[src/rtl/motor_fault_scheduler.sv]
// Fault-scenario sequencer for the motor signal generator: walks a table of {mode, cycles}
// entries and drives gen_mode/gen_rst. Define MOTOR_SCHED_LOOP_EN to add the loop input.
module motor_fault_scheduler #(
    parameter int ADDR_W            = 2,
    parameter int CYC_W             = 8,
    parameter int SAMPLES_PER_CYCLE = 16
) (
    input  logic              clk,
    input  logic              rst,
    input  logic              cfg_we,
    input  logic [ADDR_W-1:0] cfg_addr,
    input  logic [1:0]        cfg_mode,
    input  logic [CYC_W-1:0]  cfg_cycles,
    input  logic [ADDR_W-1:0] cfg_last,
    input  logic              start,
    input  logic              abort,
`ifdef MOTOR_SCHED_LOOP_EN
    input  logic              loop,
`endif
    output logic [1:0]        gen_mode,
    output logic              gen_rst,
    output logic              busy,
    output logic              done,
    output logic [ADDR_W-1:0] entry_idx,
    output logic [CYC_W-1:0]  cycle_cnt
);

    localparam int NUM_ENTRIES = 2 ** ADDR_W;
    localparam int SMP_W       = (SAMPLES_PER_CYCLE > 1) ? $clog2(SAMPLES_PER_CYCLE) : 1;
    localparam logic [SMP_W-1:0] SMP_LAST = SMP_W'(SAMPLES_PER_CYCLE - 1);

    typedef enum logic [1:0] {IDLE, LOAD, RUN, DONE} state_t;

    state_t            state;
    logic [1:0]        tbl_mode   [NUM_ENTRIES];
    logic [CYC_W-1:0]  tbl_cycles [NUM_ENTRIES];
    logic [ADDR_W-1:0] last;
    logic [SMP_W-1:0]  smp_cnt;
    logic              entry_end;
    logic              loop_en;
    logic [ADDR_W-1:0] next_idx;

`ifdef MOTOR_SCHED_LOOP_EN
    assign loop_en = loop;
`else
    assign loop_en = 1'b0;
`endif

    assign next_idx = entry_idx + ADDR_W'(1);

    // An entry ends either as a zero-cycle skip in LOAD or on the final sample of its last cycle.
    always_comb begin
        entry_end = 1'b0;
        case (state)
            LOAD:    entry_end = (tbl_cycles[entry_idx] == '0);
            RUN:     entry_end = (smp_cnt == SMP_LAST) &&
                                 (cycle_cnt == tbl_cycles[entry_idx] - CYC_W'(1));
            default: entry_end = 1'b0;
        endcase
    end

    always_ff @(posedge clk or posedge rst) begin
        if (rst) begin
            state     <= IDLE;
            gen_mode  <= 2'b00;
            gen_rst   <= 1'b1;
            busy      <= 1'b0;
            done      <= 1'b0;
            entry_idx <= '0;
            cycle_cnt <= '0;
            smp_cnt   <= '0;
            last      <= '0;
            for (int i = 0; i < NUM_ENTRIES; i++) begin
                tbl_mode[i]   <= 2'b00;
                tbl_cycles[i] <= '0;
            end
        end else begin
            done <= 1'b0;
            if (cfg_we && (state == IDLE || state == DONE)) begin
                tbl_mode[cfg_addr]   <= cfg_mode;
                tbl_cycles[cfg_addr] <= cfg_cycles;
            end

            if (abort) begin
                state     <= IDLE;
                gen_mode  <= 2'b00;
                gen_rst   <= 1'b1;
                busy      <= 1'b0;
                entry_idx <= '0;
                cycle_cnt <= '0;
                smp_cnt   <= '0;
            end else if (entry_end) begin
                gen_rst   <= 1'b1;
                smp_cnt   <= '0;
                cycle_cnt <= '0;
                if (entry_idx != last) begin
                    state     <= LOAD;
                    entry_idx <= next_idx;
                    gen_mode  <= tbl_mode[next_idx];
                end else if (loop_en) begin
                    // Looping back to entry 0 marks each completed pass with a done pulse.
                    state     <= LOAD;
                    entry_idx <= '0;
                    gen_mode  <= tbl_mode[0];
                    done      <= 1'b1;
                end else begin
                    state <= DONE;
                    busy  <= 1'b0;
                    done  <= 1'b1;
                end
            end else begin
                case (state)
                    IDLE: begin
                        gen_rst  <= 1'b1;
                        gen_mode <= 2'b00;
                        busy     <= 1'b0;
                        if (start) begin
                            state     <= LOAD;
                            busy      <= 1'b1;
                            entry_idx <= '0;
                            last      <= cfg_last;
                            gen_mode  <= tbl_mode[0];
                            smp_cnt   <= '0;
                            cycle_cnt <= '0;
                        end
                    end
                    LOAD: begin
                        state   <= RUN;
                        gen_rst <= 1'b0;
                    end
                    RUN: begin
                        if (smp_cnt == SMP_LAST) begin
                            smp_cnt   <= '0;
                            cycle_cnt <= cycle_cnt + CYC_W'(1);
                        end else begin
                            smp_cnt <= smp_cnt + SMP_W'(1);
                        end
                    end
                    DONE: begin
                        state     <= IDLE;
                        gen_mode  <= 2'b00;
                        entry_idx <= '0;
                        cycle_cnt <= '0;
                    end
                    default: state <= IDLE;
                endcase
            end
        end
    end

endmodule

[config.mk]
export PLATFORM = sky130hd
export DESIGN_NAME = motor_fault_scheduler
export DESIGN_NICKNAME = d
export VERILOG_FILES = /design/src/rtl/motor_fault_scheduler.sv
export SDC_FILE = /design/constraint.sdc
export NUM_CORES = 1
export LEC_CHECK = 0
export ABC_AREA = 1
export BUFFER_PORTS_ARGS = -buffer_cell sky130_fd_sc_hd__buf_2
export CAP_MARGIN = 20
export CORE_UTILIZATION = 45
export DETAILED_ROUTE_END_ITERATION = 10
export PLACE_DENSITY = 0.72
export SLEW_MARGIN = 20
export SYNTH_ARGS = -nofsm -noshare
export SYNTH_HDL_FRONTEND = slang
export SYNTH_SLANG_ARGS = --single-unit
[constraint.sdc]
create_clock -name clk -period 7.74 [get_ports clk]
set_clock_uncertainty 0.2 [all_clocks]
set_input_delay 0.387 -clock clk [delete_from_list [all_inputs] [get_ports clk]]
set_output_delay 0.387 -clock clk [all_outputs]
set_load 0.05 [all_outputs]
Word level (Yosys, flattened, before mapping)
Index checks and enable logic that the tools add are counted.
{"block": "word_totals", "ff_bits": 63, "word_cells": 108}
{"block": "op_classes", "add_sub_neg": 4, "order_cmp": 4, "n_eq_ne": 10, "muxes": 49, "bitwise": 5, "n_reduce_logical": 19}
{"cell": "two-way mux 8 bit", "n": 7}
{"cell": "bitwise mux 32 bit", "n": 1}
{"cell": "two-way mux 2 bit", "n": 15}
{"cell": "one-hot mux 8 bit (3 select lines)", "n": 1}
{"cell": "binary-select mux 8 bit (select 2 bit)", "n": 1}
{"cell": "demux 8 bit (select 2 bit)", "n": 1}
{"cell": "two-way mux 4 bit", "n": 4}
{"cell": "nonzero test 4 bit", "n": 3}
{"cell": "two-way mux 1 bit", "n": 10}
{"cell": "nonzero test 5 bit", "n": 2}
{"cell": ">= comparator 3 bit, second input constant", "n": 3}
{"cell": "NOT 2 -> 3 bit", "n": 3}
{"cell": "adder 8 x 1 -> 8 bit, second input constant", "n": 1}
{"cell": "bitwise mux 8 bit", "n": 1}
{"cell": "equality test 8 bit", "n": 1}
{"cell": "logical NOT 8 bit", "n": 1}
{"cell": "!= test 4 bit, second input constant", "n": 2}
{"cell": "one-hot mux 2 bit (2 select lines)", "n": 2}
{"cell": "one-hot mux 4 bit (2 select lines)", "n": 1}
{"cell": "AND reduction 2 bit", "n": 4}
{"cell": "subtractor 8 x 1 -> 8 bit, second input constant", "n": 1}
{"cell": "one-hot mux 2 bit (3 select lines)", "n": 1}
{"cell": "AND reduction 3 bit", "n": 2}
{"cell": "adder 4 x 1 -> 4 bit, second input constant", "n": 1}
{"cell": "17 further kinds", "n": 22}

Logic depth before layout (Yosys ltp)
Gate-level depths: netlist (run 1).
{"block": "depth", "word_depth": 10, "mapped_depth": 19, "depth_no_buf": 18}

Worst setup path after synthesis (run 1)
Ideal clock, no wire load.
{"block": "synth_timing", "kind": "register -> register", "from": "reg entry_idx[0]", "to": "reg cycle_cnt[0]", "arrival_ns": 2.695, "setup_slack_ns": 4.726, "path_stages_with_launch": 20, "path_buffers": 3, "cell_sequence": "dfrtp_1 -> buf_6 -> buf_8 -> nand2_1 -> nand3_1 -> nand2_2 -> ha_1 -> xnor2_1 -> nand3b_1 -> nand2_1 -> nand3_1 -> inv_1 -> nand3_2 -> o21bai_4 -> nand2_4 -> nand3_4 -> nand2_4 -> buf_6 -> nand2_2 -> o21ai_2"}
{"block": "synth_via", "elab_chain_cells": 10, "word_cells_on_any_way": 15, "cone_classes": "add/sub: 1; eq/ne: 3; mux: 6; bitwise: 1; reduce/logical: 4"}
{"element": "start, declared", "line": "24", "rtl": "output logic [ADDR_W-1:0] entry_idx,"}
{"element": "start signal, assigned", "line": "98", "rtl": "entry_idx <= next_idx;"}
{"element": "NOT 2 -> 3 bit (not written as such) *", "line": "55, 57"}
{"element": "binary-select mux 8 bit (select 2 bit) *", "line": "55, 57"}
{"element": "two-way mux 8 bit (not written as such) * (2 in a row)", "line": "55, 57"}
{"element": "subtractor 8 x 1 -> 8 bit", "line": "57", "rtl": "(cycle_cnt == tbl_cycles[entry_idx] - CYC_W'(1));"}
{"element": "equality test 8 bit", "line": "57"}
{"element": "logical AND 1 bit", "line": "56", "rtl": "RUN: entry_end = (smp_cnt == SMP_LAST) &&"}
{"element": "one-hot mux 1 bit (2 select lines) *", "line": "54", "rtl": "case (state)"}
{"element": "!= test 4 bit (no line) (tied with other cells)"}
{"element": "AND reduction 3 bit (no line) or two-way mux 8 bit (tied branches)"}
{"element": "end signal, assigned", "line": "134", "rtl": "cycle_cnt <= cycle_cnt + CYC_W'(1);"}
{"element": "end, declared", "line": "25", "rtl": "output logic [CYC_W-1:0] cycle_cnt"}
Mark *: on every way between the ends. The rest lies on a longest branch, timed or not. The select of a mux whose other input is x is not followed.
A chain may end at the register's enable or synchronous reset.

Worst setup path in the final report (run 1)
{"block": "layout_timing", "from": "reg entry_idx[0]", "to": "reg entry_idx[0]"}
{"block": "layout_via", "elab_chain_cells": 10, "word_cells_on_any_way": 18, "cone_classes": "add/sub: 2; eq/ne: 4; mux: 7; bitwise: 1; reduce/logical: 4"}
{"element": "NOT 2 -> 3 bit (not written as such)", "line": "55, 57"}
{"element": "binary-select mux 8 bit (select 2 bit)", "line": "55, 57"}
{"element": "two-way mux 8 bit (not written as such) (2 in a row)", "line": "55, 57"}
{"element": "subtractor 8 x 1 -> 8 bit", "line": "57"}
{"element": "equality test 8 bit", "line": "57"}
{"element": "logical AND 1 bit", "line": "56"}
{"element": "one-hot mux 1 bit (2 select lines)", "line": "54"}
{"element": "!= test 4 bit (no line) (tied with other cells)"}
{"element": "AND reduction 3 bit (no line) or two-way mux 2 bit (tied branches)"}
Several ways; a longest one is shown, not always the timed one. The select of a mux whose other input is x is not followed.

==> reports/results.ini, run 1 <==
[placement]
place_congestion = 0.8728
placed_area_um2 = 4070
port-buffer-count = 33
place_inst = 636
dp_hpwl_um = 6453

[critical_path]
worst-path-buf-inv = 3
cp_slowest_stage_delay_ns = 0.80
cp.arrival_ns = 3.57
path_delay_family = simple AND/OR/NAND/NOR gates
cp-start-kind = flip-flop
required_ns = 7.79
endpoint_kind = flip-flop
cp_cell_sequence = inv_2 > nand2_1 > nand3_1 > nand2_2 > ha_1 > xnor2_1 > nand3b_1 > nand2_1 > nand3_1 > inv_1 > nand3_2 > o21bai_4 > nand4_1 > nand3_1 > inv_1 > nand2_1 > nand2_1
critPathSlowestCell = dfrtp_1
critical_path_class = flip-flop to flip-flop
path_common_cell = nand2_1
crit_path_max_fanout = 21
r2r_slack_ns = 4.22

[synth]
syn_avg_cell_area_um2 = 7.527
synth-xor-area-share_pct = 2.030
synth_area_um2 = 3884
yosys.area_share.simple_pct = 35.44
synth_top_family_by_area = simple AND/OR/NAND/NOR gates
synth-seq-cells = 63
synth_area_leaders = dfrtp_1 (40%), nand2_1 (16%), o21ai_0 (5.7%)
synth.area.mux_share_pct = 0
synth_fa_ha_area_share_pct = 3.222
yosysSeqAreaShare_pct = 40.63
yosysTopAreaCellShare_pct = 39.95
syn_inst = 516
ys_warn_count = 0
ys_types = 37
yosysTopAreaCell = dfrtp_1
syn_nets = 545
synth_compound_area_share_pct = 9.858

[cells_and_area]
final_nets = 571
nFillCells = 802
seq_area_um2 = 1578
multiInputGateArea_um2 = 1963
fin_cells = 652
n_antenna_cell = 0
area_growth_pct = 10.63
fin_area_um2 = 4297
final_cell_mix = nand2_1 (167), dfrtp_1 (62), inv_1 (55)
final_common_cell = nand2_1
drive_gt1_share_pct = 19.56

[global_routing]
grt_max_degree = 64
grt_pass1_wl_um = 15440
antenna_found_initial = 0
grt.total_usage_pct = 22.22
grt_pass1_vias = 3361
gr-total-overflow = 0

[clock_tree]
cts_resized = 0
root_buffer = clkbuf_8
clock-sinks = 63
htree_levels = 3
numCtsBuffers = 9
cts_tree = built
post_cts_buffers = 0
cts_buffer_depth = 2
postCtsHoldBufs = 0
path_clk_slew_ns = 0.09
clk-insertion-delay-late_ns = 0.36

[drt]
drc = 0
wl_per_cell_um = 13.66
dr.pass1.iters = 7
first_iter_violations = 211
drt-total-wl_um = 8907
vias_per_cell = 5.199
num_vias = 3390
ant_nets = 0

[sta]
hold_viol = 0
finalCriticalPeriod_ns = 3.522
max_freq_mhz = 284.0
slew_viol_final = 0
worstMarginPinSlew_ns = 0.7780
fin_tns_setup_ns = 0
fin_crit_sh_pct = 45.50
rsz0062_at_grt = no
setup_violations = 0
slew-limit-headroom_pct = 48.14

[floorplanning]
fp.dieW_um = 94.90
core_area_um2 = 8299
dieArea_um2 = 9006
initial_core_util_pct = 46.80
num_rows = 33
io_pins = 34
die_h_um = 94.90

[run_status]
status = finished clean

[job]
maxCapViolCount = 0

[power_and_ir_drop]
p_switching_mw = 0.6781
p_comb_share_pct = 42.6
internal_power_mw = 0.8579
leakagePower_nw = 2.292
p_clk_share_pct = 21.8
swShare_pct = 44.15
seqPwrFrac_pct = 35.6
powerDensity_nw_per_um2 = 357.5
irDropWorstVdd_uv = 235.0

[hold_path]
hold_path_class = primary input to asynchronous set/reset pin

[metrics by stage]
stage	util (%)	hold slack, ns	worst slack, ns	total power [mW]
global placement	49.04	0.2651	4.372	1.178
floorplan	-	0.2534	4.726	1.062
finish	51.77	0.03101	4.218	1.536
global route	51.77	0.1099	3.882	1.659
detailed placement	49.04	0.2655	4.267	1.199
CTS	51.77	0.07648	4.248	1.535
[kinds of logic after synthesis]
kind of cell | Yosys count
AO/OA/AOI/OAI | 65
adder cells (fa/ha/maj) | 10
AND/OR/NAND/NOR | 290
buffers and inverters | 79
flip-flops | 63
XOR/XNOR | 9
[final timing paths]
kind | cells after the start | to | start
worst max-delay path | 17 | entry_idx[0]$_DFFE_PP0P_ | entry_idx[0]$_DFFE_PP0P_
min in group clk | 3 | last[0]$_DFFE_PP0P_ | cfg_last[0]
worst max register to register | 17 | entry_idx[0]$_DFFE_PP0P_ | entry_idx[0]$_DFFE_PP0P_
max in group asynchronous | 3 | cycle_cnt[7]$_DFFE_PP0P_ | rst
worst min-delay path | 3 | tbl_cycles[28]$_DFFE_PP0P_ | rst
worst min register to register | 2 | tbl_mode[1]$_DFFE_PP0P_ | tbl_mode[1]$_DFFE_PP0P_
[metal layers]
metal  global-route usage (%)  wire length (um)
met1                    28.26              3998
met2                    36.09              4325
met3                    4.509               362
met4                    10.48               220
met5                        0                 0
[power groups by stage]
stage / Combinational [mW] / Clock, mW / Sequential, mW
detailed placement: 0.649 / 0 / 0.550
floorplan: 0.513 / 0 / 0.549
global placement: 0.628 / 0 / 0.550
CTS: 0.652 / 0.338 / 0.545
global route: 0.748 / 0.351 / 0.560
finish: 0.655 / 0.335 / 0.546
[synthesized netlist by cell type, drive strengths merged]
master and n:
xnor2 3, clkbuf 11, nor3 2, ha 10, xor2 6, dfrtp 62
a21oi 3, nand3 51, o22ai 2, nand2 187, or2 4, nor2 23
and3 1, dfstp 1, buf 8, o21ai 55, inv 60, nand4 21
o21a 1, nand3b 1, o21bai 2, a31oi 2
[tightest hold or removal path, delay by kind of cell]
| kind | cells | cell delay, ns |
|---|---|---|
| buffers and inverters | 3 | 0.72 |
[state kept, by name (all words and copies together) (netlist names)]
register,count
tbl_cycles,32
cycle_cnt,8
tbl_mode,8
smp_cnt,4
entry_idx,2
gen_mode,2
last,2
state,2
busy,1
done,1
gen_rst,1
[layout make-up]
| cell class | instances | area share, % |
|---|---|---|
| Multi-Input combinational cell | 374 | 45.69 |
| Sequential cell | 63 | 36.72 |
| Inverter | 60 | 5.242 |
| Timing Repair Buffer | 34 | 4.019 |
| Tap cell | 105 | 3.058 |
| Clock buffer | 9 | 2.883 |
| Clock inverter | 7 | 2.388 |
No activity file was read; power rests on OpenSTA's default activity.
==> run 2: changes to the inputs <==
==> constraint.sdc (replaced) <==
create_clock -name clk -period 3.6 [get_ports clk]
set_clock_uncertainty 0.2 [all_clocks]
set_input_delay 0.18 -clock clk [delete_from_list [all_inputs] [get_ports clk]]
set_output_delay 0.18 -clock clk [all_outputs]
set_load 0.05 [all_outputs]
==> reports/results.ini, run 2 (synthesized netlist as in run 1, its figures left out) <==
[global_routing]
gr-total-overflow = 0
grt_pass1_wl_um = 15710
grt_max_degree = 49
grt_pass1_vias = 3499
grt.total_usage_pct = 22.55
antenna_found_initial = 0

[clock_tree]
numCtsBuffers = 9
cts_buffer_depth = 2
cts_tree = built
htree_levels = 3
clk-insertion-delay-late_ns = 0.35
clock-sinks = 63
root_buffer = clkbuf_8
path_clk_slew_ns = 0.07
post_cts_buffers = 0

[drt]
drc = 0
dr.pass1.iters = 5
ant_nets = 0
vias_per_cell = 5.205
num_vias = 3498
wl_per_cell_um = 13.36
drt-total-wl_um = 8981
first_iter_violations = 173

[critical_path]
reg2reg_to = last[1]$_DFFE_PP0P_
endpoint_kind = flip-flop
required_ns = 3.63
r2r_slack_ns = 0.24
critical_path_class = flip-flop to flip-flop
r2r_start = entry_idx[0]$_DFFE_PP0P_
reg2reg_depth = 17
cp.arrival_ns = 3.39
cp-start-kind = flip-flop
crit_path_max_fanout = 20

[cells_and_area]
final_nets = 591
top_register = tbl_cycles
n_antenna_cell = 0
final_common_cell = nand2_1
drive_gt1_share_pct = 19.58
area_growth_pct = 14.82
top_regs = tbl_cycles (32), cycle_cnt (8), tbl_mode (8)
final_cell_mix = nand2_1 (167), dfrtp_1 (61), inv_1 (55)
largest_reg_flops = 32

[hold_path]
hold_path_class = flip-flop to flip-flop
hp-start = gen_mode[0]$_DFFE_PP0P_
hold_path_depth = 2
hold_path_end = gen_mode[0]$_DFFE_PP0P_

[power_and_ir_drop]
powerDensity_nw_per_um2 = 715.2
leakagePower_nw = 2.361
irDropWorstVdd_uv = 291.0

[placement]
dp_slack_ns = 0.6055
dp_hpwl_um = 6452
port-buffer-count = 33
place_congestion = 0.8589

[floorplanning]
dieArea_um2 = 9006
num_rows = 33
io_pins = 34
core_area_um2 = 8299
initial_core_util_pct = 46.80
fp.dieW_um = 94.90
die_h_um = 94.90

[run_status]
status = finished clean

[sta]
slew_viol_final = 0
fin_tns_setup_ns = 0
finalCriticalPeriod_ns = 3.358
setup_violations = 0
slew-limit-headroom_pct = 45.36
hold_viol = 0
fin_crit_sh_pct = 93.28
layout_setup_ws_ns = 0.2421
max_freq_mhz = 297.8
worstMarginPinSlew_ns = 0.8186

[job]
maxCapViolCount = 0

[run 2: cell types whose count changed in the layout (fill, tap and decap cells not counted), moves of 2 or more]
cell | previous run | this run
inv_2 | 5 | 3
dlygate4sd3_1 | 0 | 17
clkinv_2 | 0 | 3
bufinv_16 | 2 | 0
buf_4 | 1 | 3
[run 2: final cells by class]
cell class,count,area [um^2]
inverter,60,229.0
timing repair buffer,54,369.1
fill,778,3840
clock buffer,10,137.6
clock inverter,6,42.54
tap,105,131.4
multi-input combinational,374,1971
sequential,63,1579
[run 2: worst max-delay path by stage]
stage                        startpoint                        to
2_1_floorplan  entry_idx[0]$_DFFE_PP0P_  cycle_cnt[0]$_DFFE_PP0P_
3_3_place_gp   entry_idx[0]$_DFFE_PP0P_  entry_idx[1]$_DFFE_PP0P_
3_5_place_dp   entry_idx[0]$_DFFE_PP0P_   gen_mode[1]$_DFFE_PP0P_
4_1_cts        entry_idx[0]$_DFFE_PP0P_       last[0]$_DFFE_PP0P_
5_1_grt        entry_idx[0]$_DFFE_PP0P_       last[1]$_DFFE_PP0P_
6_report       entry_idx[0]$_DFFE_PP0P_       last[1]$_DFFE_PP0P_
[run 2: timing repair]
action,4_1_cts,5_1_grt
endpoints found under the setup margin,0,2
gates resized for setup,0,5
hold buffers,17,0
endpoints found under the hold margin,93,0
[run 2: where the power goes]
part	switching (mW)	total, mW	internal, mW
logic	0.956	1.45	0.493
clock network	0.304	0.575	0.271
registers	0.183	1.16	0.982
total	1.44	3.19	1.75
[run 2: worst max-delay path, stage by stage, from the launching register on]
cell	delay, ns
dfrtp_1	0.40
buf_6	0.22
nand2_1	0.11
nand3_1	0.11
nand2_2	0.10
ha_1	0.30
or2_2	0.29
nand3_1	0.07
nor2_1	0.04
nand3_1	0.10
inv_1	0.06
nand3_2	0.09
o21bai_4	0.11
a21oi_4	0.19
nand3_2	0.13
nand2_1	0.07
o21ai_0	0.07
dlygate4sd3_1	0.56
[run 2: stage by stage]
step,util (%),std cells,power (mW),instance area (um^2),hold slack (ns)
floorplan,-,516,2.284,3884,0.1215
global placement,49.31,639,2.527,4093,0.2387
detailed placement,49.31,639,2.577,4093,0.2355
CTS,53.54,672,3.189,4443,0.2906
global route,53.73,672,3.477,4459,0.3113
finish,53.73,672,3.189,4459,0.2854
[run 2: metal layers]
metal / part of all wire, % / routed length, um / up-vias / track usage [%]
met1: 45 / 4007 / 1643 / 27.37
met4: 2.8 / 253 / 0 / 11.74
met5: 0 / 0 / - / 0
li1: - / - / 1746 / -
met2: 48 / 4327 / 86 / 38.07
met3: 4.4 / 392 / 23 / 3.945
